`config.mk`:
```
export PLATFORM = sky130hd
export DESIGN_NAME = x_bus_multicaster_flat
export DESIGN_NICKNAME = d
export VERILOG_FILES = /design/src/rtl/xbus_pkg.sv /design/src/rtl/x_bus_multicaster_if.sv /design/src/rtl/xbus_col_fifo.sv /design/src/rtl/x_bus_multicaster.sv /design/src/flat_wrapper.sv
export SDC_FILE = /design/constraint.sdc
export NUM_CORES = 1
export LEC_CHECK = 0
export CAP_MARGIN = 5
export CORE_MARGIN = 1
export CORE_UTILIZATION = 42
export DETAILED_ROUTE_END_ITERATION = 10
export PLACE_DENSITY = 0.66
export SETUP_SLACK_MARGIN = 0.15
export SLEW_MARGIN = 20
export SYNTH_ARGS = -nofsm -noshare
export SYNTH_HDL_FRONTEND = slang
export SYNTH_HIERARCHICAL = 1
export SYNTH_SLANG_ARGS = --single-unit
```
`constraint.sdc`:
```
create_clock -name clk -period 3.3 [get_ports clk]
set_clock_uncertainty 0.1 [all_clocks]
set_input_delay 0.66 -clock clk [delete_from_list [all_inputs] [get_ports clk]]
set_output_delay 0.66 -clock clk [all_outputs]
set_load 0.01 [all_outputs]
```
`src/rtl/xbus_pkg.sv`:
```
// Shared types and constants for the X-bus multicaster.
// Latency: n/a (declarations only).
// Backpressure: n/a.
// Contents: bus mode encoding, drop counter width, column index width helper.
package xbus_pkg;

   typedef enum logic [1:0] {
      XB_UNICAST = 2'b00,
      XB_BCAST   = 2'b01,
      XB_MASK    = 2'b10,
      XB_RSVD    = 2'b11
   } xb_mode_e;

   localparam int DROP_CNT_W = 16;

   // A single column still needs a 1-bit index field on the bus.
   function automatic int col_w(input int num_col);
      return (num_col > 1) ? $clog2(num_col) : 1;
   endfunction

endpackage

```
`src/rtl/x_bus_multicaster_if.sv`:
```
// Bus-side and PE-side handshake bundle of the X-bus multicaster.
// Latency: n/a (wires only).
// Backpressure: bus_ready from the caster, pe_ready per column from the PEs.
// master: bus driver + PE row (drives bus_*, pe_ready); slave: the caster.
interface x_bus_multicaster_if
   import xbus_pkg::*;
#(
   parameter int DATA_WIDTH = 16,
   parameter int NUM_COL    = 4
);
   localparam int COL_W = col_w(NUM_COL);

   logic                          bus_valid;
   logic                          bus_ready;
   logic [DATA_WIDTH-1:0]         bus_data;
   logic [1:0]                    bus_mode;
   logic [COL_W-1:0]              bus_col;
   logic [NUM_COL-1:0]            bus_mask;
   logic [NUM_COL-1:0]            pe_valid;
   logic [NUM_COL-1:0]            pe_ready;
   logic [NUM_COL*DATA_WIDTH-1:0] pe_data;

   modport master (
      output bus_valid, bus_data, bus_mode, bus_col, bus_mask, pe_ready,
      input  bus_ready, pe_valid, pe_data
   );

   modport slave (
      input  bus_valid, bus_data, bus_mode, bus_col, bus_mask, pe_ready,
      output bus_ready, pe_valid, pe_data
   );

endinterface

```
`src/rtl/xbus_col_fifo.sv`:
```
// Per-column word FIFO feeding one PE column.
// Latency: a word pushed at edge N is visible on pop_data after edge N.
// Backpressure: push ignored when full, pop ignored when empty; full uses the registered count only.
// Ports: clk, rst, push/push_data, pop, pop_data, full, empty, count.
module xbus_col_fifo #(
   parameter int DATA_WIDTH = 16,
   parameter int FIFO_DEPTH = 2
) (
   input  logic                          clk,
   input  logic                          rst,
   input  logic                          push,
   input  logic [DATA_WIDTH-1:0]         push_data,
   input  logic                          pop,
   output logic [DATA_WIDTH-1:0]         pop_data,
   output logic                          full,
   output logic                          empty,
   output logic [$clog2(FIFO_DEPTH):0]   count
);
   localparam int PTR_W = $clog2(FIFO_DEPTH);
   localparam int CNT_W = PTR_W + 1;
   localparam logic [CNT_W-1:0] DEPTH_V = CNT_W'(FIFO_DEPTH);

   logic [DATA_WIDTH-1:0] mem [FIFO_DEPTH];
   logic [PTR_W-1:0]      wr_ptr;
   logic [PTR_W-1:0]      rd_ptr;
   logic [DATA_WIDTH-1:0] last_pop;
   logic                  do_push;
   logic                  do_pop;

   assign full    = (count == DEPTH_V);
   assign empty   = (count == '0);
   assign do_push = push & ~full;
   assign do_pop  = pop & ~empty;

   // An empty column keeps showing the last word it handed out.
   assign pop_data = empty ? last_pop : mem[rd_ptr];

   always_ff @(posedge clk) begin
      if (do_push) begin
         mem[wr_ptr] <= push_data;
      end
   end

   // Depth is a power of two, so pointers wrap by natural overflow.
   always_ff @(posedge clk or posedge rst) begin
      if (rst) begin
         wr_ptr   <= '0;
         rd_ptr   <= '0;
         count    <= '0;
         last_pop <= '0;
      end else begin
         if (do_push) begin
            wr_ptr <= wr_ptr + 1'b1;
         end
         if (do_pop) begin
            rd_ptr   <= rd_ptr + 1'b1;
            last_pop <= mem[rd_ptr];
         end
         case ({do_push, do_pop})
            2'b10:   count <= count + 1'b1;
            2'b01:   count <= count - 1'b1;
            default: count <= count;
         endcase
      end
   end

endmodule

```
`src/rtl/x_bus_multicaster.sv`:
```
// Delivers each X-bus word to one, several or all PE columns (unicast/broadcast/mask).
// Latency: one cycle from bus handshake to pe_valid on every targeted column.
// Backpressure: bus_ready drops when any targeted column FIFO is full; untargetable words are always taken and dropped.
// Ports: clk, rst, caster_en, xb (bus + PE handshakes), col_busy, drop_cnt, err.
module x_bus_multicaster
   import xbus_pkg::*;
#(
   parameter int DATA_WIDTH = 16,
   parameter int NUM_COL    = 4,
   parameter int FIFO_DEPTH = 2
) (
   input  logic                  clk,
   input  logic                  rst,
   input  logic                  caster_en,
   x_bus_multicaster_if.slave    xb,
   output logic [NUM_COL-1:0]    col_busy,
   output logic [DROP_CNT_W-1:0] drop_cnt,
   output logic                  err
);
   localparam int COL_W = col_w(NUM_COL);
   localparam int CNT_W = $clog2(FIFO_DEPTH) + 1;

   logic [NUM_COL-1:0] tgt;
   logic [NUM_COL-1:0] col_full;
   logic [NUM_COL-1:0] col_empty;
   logic [NUM_COL-1:0] push;
   logic [NUM_COL-1:0] pop;
   logic [CNT_W-1:0]   col_count [NUM_COL];
   logic               accept;
   logic               drop;

   // Target decode. An out-of-range unicast index matches no column, so it
   // falls out as an empty target set just like mask==0 and reserved mode.
   always_comb begin
      tgt = '0;
      case (xb.bus_mode)
         XB_UNICAST: begin
            for (int c = 0; c < NUM_COL; c++) begin
               tgt[c] = (xb.bus_col == COL_W'(c));
            end
         end
         XB_BCAST: tgt = '1;
         XB_MASK:  tgt = xb.bus_mask;
         default:  tgt = '0;
      endcase
   end

   // All-or-nothing delivery: accept only when every targeted column has room.
   assign xb.bus_ready = caster_en & ~|(tgt & col_full);
   assign accept       = xb.bus_valid & xb.bus_ready;
   assign push         = {NUM_COL{accept}} & tgt;
   assign drop         = accept & (tgt == '0);
   assign pop          = xb.pe_valid & xb.pe_ready;

   for (genvar c = 0; c < NUM_COL; c++) begin : g_col
      xbus_col_fifo #(
         .DATA_WIDTH (DATA_WIDTH),
         .FIFO_DEPTH (FIFO_DEPTH)
      ) u_fifo (
         .clk       (clk),
         .rst       (rst),
         .push      (push[c]),
         .push_data (xb.bus_data),
         .pop       (pop[c]),
         .pop_data  (xb.pe_data[c*DATA_WIDTH +: DATA_WIDTH]),
         .full      (col_full[c]),
         .empty     (col_empty[c]),
         .count     (col_count[c])
      );

      assign xb.pe_valid[c] = ~col_empty[c];
      assign col_busy[c]    = |col_count[c];
   end

   always_ff @(posedge clk or posedge rst) begin
      if (rst) begin
         drop_cnt <= '0;
         err      <= 1'b0;
      end else if (drop) begin
         err <= 1'b1;
         if (drop_cnt != {DROP_CNT_W{1'b1}}) begin
            drop_cnt <= drop_cnt + 1'b1;
         end
      end
   end

endmodule

```
`src/flat_wrapper.sv`:
```
// flat-port wrapper written by rule: the top's interface ports become plain ports
module x_bus_multicaster_flat import xbus_pkg::*;
#(
   parameter int DATA_WIDTH = 16,
   parameter int NUM_COL    = 4,
   parameter int FIFO_DEPTH = 2
)
  (clk, rst, caster_en, col_busy, drop_cnt, err, xb_bus_valid, xb_bus_data, xb_bus_mode, xb_bus_col, xb_bus_mask, xb_pe_ready, xb_bus_ready, xb_pe_valid, xb_pe_data);
  x_bus_multicaster_if #(.DATA_WIDTH(DATA_WIDTH), .NUM_COL(NUM_COL)) xb_i ();
  input  logic clk;
  input  logic rst;
  input  logic caster_en;
  output logic [NUM_COL-1:0] col_busy;
  output logic [DROP_CNT_W-1:0] drop_cnt;
  output logic err;
  input wire logic [$bits(xb_i.bus_valid)-1:0] xb_bus_valid;
  input wire logic [$bits(xb_i.bus_data)-1:0] xb_bus_data;
  input wire logic [$bits(xb_i.bus_mode)-1:0] xb_bus_mode;
  input wire logic [$bits(xb_i.bus_col)-1:0] xb_bus_col;
  input wire logic [$bits(xb_i.bus_mask)-1:0] xb_bus_mask;
  input wire logic [$bits(xb_i.pe_ready)-1:0] xb_pe_ready;
  output wire logic [$bits(xb_i.bus_ready)-1:0] xb_bus_ready;
  output wire logic [$bits(xb_i.pe_valid)-1:0] xb_pe_valid;
  output wire logic [$bits(xb_i.pe_data)-1:0] xb_pe_data;
  assign xb_i.bus_valid = xb_bus_valid;
  assign xb_i.bus_data = xb_bus_data;
  assign xb_i.bus_mode = xb_bus_mode;
  assign xb_i.bus_col = xb_bus_col;
  assign xb_i.bus_mask = xb_bus_mask;
  assign xb_i.pe_ready = xb_pe_ready;
  assign xb_bus_ready = xb_i.bus_ready;
  assign xb_pe_valid = xb_i.pe_valid;
  assign xb_pe_data = xb_i.pe_data;
  x_bus_multicaster #(.DATA_WIDTH(DATA_WIDTH), .NUM_COL(NUM_COL), .FIFO_DEPTH(FIFO_DEPTH)) u_core (.clk(clk), .rst(rst), .caster_en(caster_en), .xb(xb_i), .col_busy(col_busy), .drop_cnt(drop_cnt), .err(err));
endmodule
```
==> impl_metrics.yaml <==
clocking:
  cts_max_path_buffers: 3
  clock-root-buffer: "clkbuf_16"
  clk_pin_slew_ps: 60
  numClockSinks: 225
  clock_latency_ps: 510
  cts_tree: "built"
  cts-hold-fix-buffers: 0
  cts_max_level: 1
  numCtsBuffers: 24
cells_and_area:
  final_cell_mix: "128 x edfxtp_1, 119 x clkdlybuf4s50_1, 95 x dfrtp_1"
  n_antenna_cell: 0
  final_common_cell: "edfxtp_1"
  final_nets: 928
  design_area_sq_um: 11800
  drive_gt1_share_pct: 9.90
  syn_to_final_growth_pct: 25.7
detailed_routing:
  num_vias: 5928
  drcViolationCount: 0
  drt-pass1-iter-count: 5
  drt_iter0_markers: 307
  ant_nets: 0
  routed_wirelength_um: 19900
  viasPerCell: 4.99
  routedWlPerCell_um: 16.7
sta:
  relSlewSlack_pct: 42.5
  slew_violations: 0
  period_minus_slack_ps: 3110
  max_freq_mhz: 322
  hold_violations: 0
  fin_crit_sh_pct: 94.2
  grt_setup_unrepaired: "true"
  setup_viol: 0
  worst_slew_pin_slew_ps: 861
  finalSetupTns_ps: 0
synthesis:
  async_flop_share_pct: 43.1
  ys_warn_count: 6
  synth_compound_area_share_pct: 8.23
  synth_seq_area_share_pct: 66.5
  ys_ff_latch: 225
  synth_area_sq_um: 9430
  synthesis.nets: 786
  synth_top_family_by_area: "simple AND/OR/NAND/NOR gates"
  synth_edf_count: 128
  synth_area_per_cell_sq_um: 12.6
  ys_types: 38
  syn_inst: 749
  synth_ff_type: "edfxtp_1"
  synth-xor-area-share_pct: 3.16
  synthSimpleGateAreaFrac_pct: 10.0
  synthAdderAreaFrac_pct: 0.664
  synthMuxAreaShare_pct: 7.30
setup_path:
  crit_path_max_incr_delay_ps: 650
  critical-path-top-delay-family: "simple AND/OR/NAND/NOR gates"
  start_kind: "flip-flop"
  endpoint: "xb_bus_ready"
  reg2reg_depth: 12
  required_ps: 2540
  critPathSlowestCell: "or4_2"
  cp.depth: 7
  cp-end-kind: "output port"
  worstPathCellList: "nand2b_1, inv_1, or4_2, a21oi_1, o21ai_1, nor2_1, clkdlybuf4s15_1"
  crit_start: "u_core/g_col[0].u_fifo/count[1]$_DFFE_PP0P_"
  r2r-end: "u_core/g_col[3].u_fifo/count[1]$_DFFE_PP0P_"
  crit_type: "flip-flop to output port"
  arrival_ps: 2350
  crit_buf_inv: 2
  rr_startpoint: "u_core/g_col[0].u_fifo/count[1]$_DFFE_PP0P_"
  crit_fanout: 3
  r2r_setup_slack_ps: 420
placed_design:
  port_buffers: 121
  hpwl_um: 13300
  placed_cell_area_sq_um: 11000
  place.gp.congestion: 0.750
global_route:
  track_usage_pct: 17.4
  grt_first_pass_wirelength_um: 31200
  grt_pass1_vias: 5629
  grt_max_degree: 35
  antenna_found_initial: 0
  overflow: 0
floorplanning:
  initial_core_util_pct: 43.1
  core_sq_um: 21900
  die_h_um: 152
  die_w_um: 152
  row_count: 54
  die_area_sq_um: 23000
  ioPinCount: 122
pwr:
  power.leakage_uw: 0.00482
  power.density_nw_per_um2: 918
  vdd_drop_max_mv: 0.372
run_status:
  status: "finished clean"
min_path:
  hold_path_class: "flip-flop to flip-flop"
job:
  maxCapViolCount: 0
## worst min path at each step
stage | start | endpoint | slack [ps] | cells after the start
floorplan | u_core/g_col[0].u_fifo/last_pop[0]$_DFFE_PP0P_ | u_core/g_col[0].u_fifo/last_pop[0]$_DFFE_PP0P_ | 350 | 2
global placement | u_core/err$_DFFE_PP0P_ | u_core/err$_DFFE_PP0P_ | 350 | 1
detailed placement | u_core/err$_DFFE_PP0P_ | u_core/err$_DFFE_PP0P_ | 350 | 1
CTS | u_core/err$_DFFE_PP0P_ | u_core/err$_DFFE_PP0P_ | 370 | 1
global route | u_core/err$_DFFE_PP0P_ | u_core/err$_DFFE_PP0P_ | 390 | 1
finish | u_core/err$_DFFE_PP0P_ | u_core/err$_DFFE_PP0P_ | 370 | 1
## what timing repair did
| item | 4_1_cts | 5_1_grt |
|---|---|---|
| pin swaps | 0 | 0 |
| gates resized for setup | 5 | 7 |
| endpoints found under the setup margin | 1 | 13 |
| buffers inserted | 2 | 0 |
## final cells by class
type	instances	area [sq um]
well taps	280	350
fillers	1860	10000
flip-flops and latches	225	6270
clock inverters	10	77.6
repair buffers	154	1540
multi-input cells	460	2810
clock buffers	34	701
inverters	26	97.6
## synth_stat cells (all sizes together), types with 2 or more instances
master / instances / share of area, %
edfxtp: 128 / 41
dfrtp: 97 / 26
nor2: 78 / 3.1
nand2: 74 / 2.9
a21oi: 70 / 3.7
o21ai: 70 / 3.9
mux2i: 65 / 6.9
buf: 34 / 2.9
inv: 26 / 1.0
xnor2: 17 / 1.6
xor2: 17 / 1.6
nor3: 10 / 0.53
or2: 9 / 0.60
nor4: 8 / 0.82
ha: 5 / 0.66
nand4: 5 / 0.33
nor2b: 5 / 0.33
and3: 4 / 0.27
clkbuf: 4 / 0.16
nand2b: 4 / 0.27
nand3: 4 / 0.21
a2bb2oi: 3 / 0.28
a22o: 2 / 0.20
and4: 2 / 0.19
nor4b: 2 / 0.19
## registers in the layout, indices dropped and copies added, names as in the netlist
signal                        count
u_core/drop_cnt                  16
u_core/err                        1
u_core/g_col.u_fifo/count         8
u_core/g_col.u_fifo/last_pop     64
u_core/g_col.u_fifo/mem         128
u_core/g_col.u_fifo/rd_ptr        4
u_core/g_col.u_fifo/wr_ptr        4
## routing by layer
layer	part of all wire (%)	global-route usage, %
met5	0	0
met4	2.1	4.90
met3	5.6	3.02
met2	47	27.9
met1	45	24.4
## through the flow
step           utilization (%)  total power [uW]  setup slack [ps]  hold slack [ps]  cells
2_1_floorplan                -              6530               188              351    749
3_3_place_gp              50.3              8230              -104              351   1143
3_5_place_dp              50.3              8320              -131              354   1143
4_1_cts                   54.0             11000               150              374   1189
5_1_grt                   54.1             11600              55.6              393   1189
6_report                  54.1             10900               192              368   1189
## report_power, final
| group | switching [uW] | internal (uW) | leakage (uW) | total [uW] |
|---|---|---|---|---|
| combinational | 2200 | 2160 | 0.00209 | 4360 |
| clock | 1030 | 1560 | 0.000381 | 2580 |
| sequential | 340 | 3600 | 0.00235 | 3930 |
| total | 3570 | 7310 | 0.00482 | 10900 |
## cell families after synthesis
logic type	after synthesis
flops	225
simple gates	208
compound gates	146
mux	67
buf+inv	64
xor+xnor	34
fa+ha+maj	5
Power figures use the tool's default switching activity.
